File: src/rtl/id_ex_stage.sv
// ID/EX pipeline register: captures decoded control, operands and register numbers,
// inserts a bubble on a load-use hazard and counts the bubbles it has inserted.
module id_ex_stage #(
    parameter int DW = 64,
    parameter int CW = 16
) (
    input  logic          clk,
    input  logic          reset_n,
    input  logic          stall_in,
    input  logic          id_ALUSrc,
    input  logic          id_RegWrite,
    input  logic          id_MemWrite,
    input  logic          id_flagSet,
    input  logic          id_read_en,
    input  logic          id_reg3loc,
    input  logic [1:0]    id_MemToReg,
    input  logic [2:0]    id_ALUOP,
    input  logic [DW-1:0] id_a,
    input  logic [DW-1:0] id_b,
    input  logic [DW-1:0] id_imm,
    input  logic [4:0]    id_rn,
    input  logic [4:0]    id_rm,
    input  logic [4:0]    id_rd,
    input  logic          id_uses_rm,
    output logic          ex_ALUSrc,
    output logic          ex_RegWrite,
    output logic          ex_MemWrite,
    output logic          ex_flagSet,
    output logic          ex_read_en,
    output logic          ex_reg3loc,
    output logic [1:0]    ex_MemToReg,
    output logic [2:0]    ex_ALUOP,
    output logic [DW-1:0] ex_a,
    output logic [DW-1:0] ex_b,
    output logic [DW-1:0] ex_imm,
    output logic [4:0]    ex_rn,
    output logic [4:0]    ex_rm,
    output logic [4:0]    ex_rd,
    output logic          ex_valid,
    output logic          hazard_stall,
    output logic [CW-1:0] bubble_count
);

    localparam logic [4:0] XZR = 5'd31;

    // A valid load in EX whose destination the ID instruction reads; XZR never conflicts.
    always_comb begin
        hazard_stall = ex_valid & ex_read_en & (ex_rd != XZR) &
                       ((ex_rd == id_rn) | (id_uses_rm & (ex_rd == id_rm)));
    end

    // NOTE: sequential state uses non-blocking assignments so every register samples
    // pre-edge values; a blocking '=' here would make hazard_stall see the new EX contents.
    always_ff @(posedge clk or negedge reset_n) begin
        if (!reset_n) begin
            ex_ALUSrc    <= 1'b0;
            ex_RegWrite  <= 1'b0;
            ex_MemWrite  <= 1'b0;
            ex_flagSet   <= 1'b0;
            ex_read_en   <= 1'b0;
            ex_reg3loc   <= 1'b0;
            ex_MemToReg  <= 2'b0;
            ex_ALUOP     <= 3'b0;
            ex_a         <= '0;
            ex_b         <= '0;
            ex_imm       <= '0;
            ex_rn        <= 5'd0;
            ex_rm        <= 5'd0;
            ex_rd        <= 5'd0;
            ex_valid     <= 1'b0;
            bubble_count <= '0;
        end else if (stall_in) begin
            // Global hold: nothing changes, including the bubble counter.
        end else if (hazard_stall) begin
            ex_ALUSrc    <= 1'b0;
            ex_RegWrite  <= 1'b0;
            ex_MemWrite  <= 1'b0;
            ex_flagSet   <= 1'b0;
            ex_read_en   <= 1'b0;
            ex_reg3loc   <= 1'b0;
            ex_MemToReg  <= 2'b0;
            ex_ALUOP     <= 3'b0;
            ex_a         <= '0;
            ex_b         <= '0;
            ex_imm       <= '0;
            ex_rn        <= XZR;
            ex_rm        <= XZR;
            ex_rd        <= XZR;
            ex_valid     <= 1'b0;
            if (bubble_count != '1)
                bubble_count <= bubble_count + 1'b1;
        end else begin
            ex_ALUSrc    <= id_ALUSrc;
            ex_RegWrite  <= id_RegWrite;
            ex_MemWrite  <= id_MemWrite;
            ex_flagSet   <= id_flagSet;
            ex_read_en   <= id_read_en;
            ex_reg3loc   <= id_reg3loc;
            ex_MemToReg  <= id_MemToReg;
            ex_ALUOP     <= id_ALUOP;
            ex_a         <= id_a;
            ex_b         <= id_b;
            ex_imm       <= id_imm;
            ex_rn        <= id_rn;
            ex_rm        <= id_rm;
            ex_rd        <= id_rd;
            ex_valid     <= 1'b1;
        end
    end

endmodule

File: config.mk
export PLATFORM = sky130hd
export DESIGN_NAME = id_ex_stage
export DESIGN_NICKNAME = d
export VERILOG_FILES = /design/src/rtl/id_ex_stage.sv
export SDC_FILE = /design/constraint.sdc
export NUM_CORES = 1
export LEC_CHECK = 0
export CAP_MARGIN = 25
export CORE_AREA = 2 2 178 180
export CTS_CLUSTER_DIAMETER = 200
export DETAILED_ROUTE_END_ITERATION = 8
export DIE_AREA = 0 0 180 182
export DONT_BUFFER_PORTS = 1
export SYNTH_ARGS = -nofsm -noshare
export SYNTH_HDL_FRONTEND = slang
export SYNTH_SLANG_ARGS = --single-unit
File: constraint.sdc
create_clock -name clk -period 2.4 [get_ports clk]
set_input_delay 0.36 -clock clk [delete_from_list [all_inputs] [get_ports clk]]
set_output_delay 0.36 -clock clk [all_outputs]
set_load 0.01 [all_outputs]
# Word-level counts from Yosys, hierarchy flattened
# Cells that the tools add are included.
# classes
bitwise_logic	6
n_addsub	1
reduce_logical	1
eq_ne	4
muxes	15
# ops
op	count
$mux W64	3
$add A16 B1 Y16 const B	1
$ne A16 B16 Y1 const B	1
$mux W5	3
$eq A5 B5 Y1	2
$mux W1	7
$ne A5 B5 Y1 const B	1
$and A1 B1 Y1	4
$mux W3	1
$reduce_and A3 Y1	1
$mux W2	1
$not A1 Y1	1
$or A1 B1 Y1	1
# totals
regBits	235
out_inout_bits	236
word_cells	43
inputBits	222

# Logic depth before layout (Yosys ltp)
# depth
ltp_word	5
ltp_mapped	8
ltp_nobuf	6

# Least setup slack after synthesis
# No wires, ideal clock.
# synth_timing
path_kind	register to output
from	register ex_rd[4]
to	output hazard_stall
n_path_buf	3
stages_incl_launch_ff	8
arrival_time_ns	1.697
t_required_ns	2.040
slack_ns	0.343
path_cell_list	dfrtp_1 -> xor2_1 -> nor4_2 -> a32oi_2 -> nor2b_2 -> buf_6 -> buf_6 -> buf_6
# synth_via
elab_chain_cells	4
word_cells_on_any_way	7
# synth_lines
element	line	text
from (decl)	38	output logic [4:0] ex_rd,
from (signal assigned)	106	ex_rd <= id_rd;
$eq A5 B5 Y1	49	((ex_rd == id_rn) | (id_uses_rm & (ex_rd == id_rm)));
$and A1 B1 Y1	49	
$or A1 B1 Y1	49	
$and A1 B1 Y1 (*)	48	hazard_stall = ex_valid & ex_read_en & (ex_rd != XZR) &
to (decl)	40	output logic hazard_stall,
# Mark *: on every way between the ends. The rest lies on a longest branch, timed or not.

# Worst setup path in the final report
# layout_timing
from	register ex_rd[1]
to	output hazard_stall
# The elaborated chain is that of the path after synthesis.

==> metrics.txt <==
status=finished, violations left; failing checks=hold timing; DR vias=8,018; Main synth FF type=dfrtp_1; Root Driver=clkbuf_16; flops & latches, synth=235; gr usage total=17.5%; initial core utilization=32.5%; Worst path max stage delay=0.47 ns; Via-to-Cell Ratio=4.90; Core ar.=31,000 µm²; initial antenna violation count=0; Seq/Total Area, Yosys=58.4%; Sinks on Clock Net=235; Detailed Route WL=29,800 µm; n_diodes=0; chip height=182 µm; first-pass GRT wire length=46,400 µm; setup slack at placement=0.283 ns; Tmin final=2.33 ns; Synth async-reset ratio=100%; RSZ-0062 raised after global routing=yes; synthesized area=10,100 µm²; Worst Path Buf+Inv=1; row count=65; # hold bufs at CTS=217; Clock transition at path regs=0.06 ns; Final nets=1,437; clk_lat worst skew=0.53 ns; worst path required time=2.04 ns; Placement Cell Area=10,300 µm²; fin area=13,500 µm²; post-synth top area cell=dfrtp_1; die area=32,800 µm²; I/O pin count=458; count leader, synth=dfrtp_1; leakage power=5.76 nW; Slowest-stage cell, CP=dfrtp_2; total congestion overflow=0; Ys Warns=0; Crit. path cell count=5; Worst VDD drop=0.000489 V; Cell variety after synth=33; fmax=429 MHz; Pins Over Slew Limit=0; wire per inst=18.2 µm; final clock skew=0.0106 ns; delay-heaviest family, CP=simple AND/OR/NAND/NOR gates; vias in the first global route=8,174; Final Hold Viols=235; number of port buffers=0; Syn Area/Cell=9.80 µm²; DRC=0; Hold Crit Class=primary input to async pin; largest net degree at the start of global routing=283; GP Congestion=0.821; post-synthesis net count=1,250; worst hold margin=-0.463 ns; final worst setup slack=0.0671 ns; Worst EP arrival=1.97 ns; DRT Pass-1 Iters=5; CTS tree=yes; instance count of the mapped netlist=1,027; relative slew slack=41.0%; layout cells sized above 1=5.92%; Fin Setup TNS=0 ns; CP startpoint kind=flip-flop; R2R cell count=8; Clock Path Buffers=3; H-tree depth=1; synth top area cells=dfrtp_1 (58%), nand2b_1 (14%), o21ai_0 (10%); share of the synthesized area in the top cell type=58.4%; area delta synth->final=34.3%; critical path class=flip-flop to primary output; Tcrit/Tclk final=97.2%; Max FO, Critical Path=5; Post-synth EDFFs=0; power density cells=724 nW/µm²; Setup-failing EPs final=0; Setup crit end kind=primary output; Worst-Margin Slew=0.882 ns; top cells by instance count after synthesis=dfrtp_1 (235), nand2b_1 (219), nand2_1 (210); die width=180 µm; Final HPWL DP=16,600 µm; worst-path cell chain=xor2_1, nor4_2, a32oi_2, nor2b_4, buf_12; max capacitance violation total=0; DR iter-0 viols=456; antenna viol nets, final=0; total CTS buffers=26
==> cells by family after synthesis <==
logic type,after synthesis,share of synthesized area (%)
flip-flops,235,58.4
buffers and inverters,76,3.38
AND/OR/NAND/NOR,467,24.0
multiplexers,1,0.149
XOR/XNOR,25,2.17
AO/OA/AOI/OAI,222,11.7
adder cells (fa/ha/maj),1,0.124
==> where the power goes <==
part           internal (mW)  leakage (nW)  switching (mW)  total (mW)
Clock                   2.44         0.439            1.57        4.01
Sequential              4.34          2.87           0.493        4.83
Combinational          0.536          2.45           0.405       0.941
==> sequential cells by signal, summed over array words and instances, names as in the netlist <==
| register | cells |
|---|---|
| ex_rn | 5 |
| ex_rd | 5 |
| ex_imm | 64 |
| ex_ALUSrc | 1 |
| ex_RegWrite | 1 |
| ex_MemWrite | 1 |
| ex_b | 64 |
| ex_ALUOP | 3 |
| ex_a | 64 |
| ex_MemToReg | 2 |
| ex_reg3loc | 1 |
| ex_rm | 5 |
| ex_read_en | 1 |
| ex_flagSet | 1 |
| bubble_count | 16 |
| ex_valid | 1 |
==> metrics by stage <==
step	utilization, %	hold WS [ns]	std cells	total power [mW]
2_1_floorplan	-	0.0644	1027	5.31
3_3_place_gp	33.4	0.0693	1364	5.44
3_5_place_dp	33.4	0.0690	1364	5.46
4_1_cts	43.4	-0.502	1630	9.90
5_1_grt	43.6	-0.495	1635	10.2
6_report	43.6	-0.463	1635	9.79
==> metal layers <==
layer / GRT usage, % / routed length, µm / part of all wire [%]
met3: 5.82 / 2700 / 9.1
met5: 0 / 0 / 0
met1: 20.6 / 11200 / 38
met2: 29.5 / 14900 / 50
met4: 6.70 / 1050 / 3.5
==> final cells by class <==
type,instances,area [µm²]
fill,2842,17500
sequential,235,5880
multi-input combinational,716,3850
timing repair buffer,234,2400
clock buffer,36,769
tap,402,503
clock inverter,11,108
inverter,1,3.75
==> timing repair <==
action,4_1_cts,5_1_grt
gates resized for setup,3,3
gates cloned,0,2
pin swaps,1,3
buffers inserted,2,3
setup endpoints to repair,1,1
endpoints found under the hold margin,441,235
==> final timing paths <==
path                                      start                      to  slack, ns
setup / recovery           ex_rd[1]$_DFFE_PN0N_            hazard_stall       0.07
hold / removal                          reset_n    ex_a[17]$_DFFE_PN0N_      -0.46
setup reg to reg           ex_rd[1]$_DFFE_PN0N_    ex_b[17]$_DFFE_PN0N_       0.08
hold reg to reg            ex_a[28]$_DFFE_PN0N_    ex_a[28]$_DFFE_PN0N_       0.55
max in group asynchronous               reset_n     ex_a[0]$_DFFE_PN0N_       2.38
min in group clk                     id_imm[41]  ex_imm[41]$_DFFE_PN0N_       0.02
==> layout by cell type (no fill, tap or decap), types with 2 or more instances in the layout <==
| cell | count |
|---|---|
| bufinv_16 | 2 |
| clkinv_2 | 8 |
| buf_12 | 4 |
| clkbuf_16 | 29 |
| dlygate4sd3_1 | 215 |
| clkbuf_1 | 3 |
| o31a_1 | 15 |
| buf_4 | 12 |
| nor3_1 | 3 |
| nor4b_1 | 2 |
| nand2_1 | 210 |
| dfrtp_1 | 232 |
| xnor2_1 | 2 |
| nor2_1 | 5 |
| nand3_1 | 5 |
| nand2b_1 | 219 |
| o21ai_0 | 203 |
| nor4_1 | 9 |
| clkbuf_8 | 6 |
| nor4_2 | 2 |
| nand4_1 | 5 |
| xor2_1 | 23 |
| dfrtp_2 | 3 |
Power figures use the tool's default switching activity.
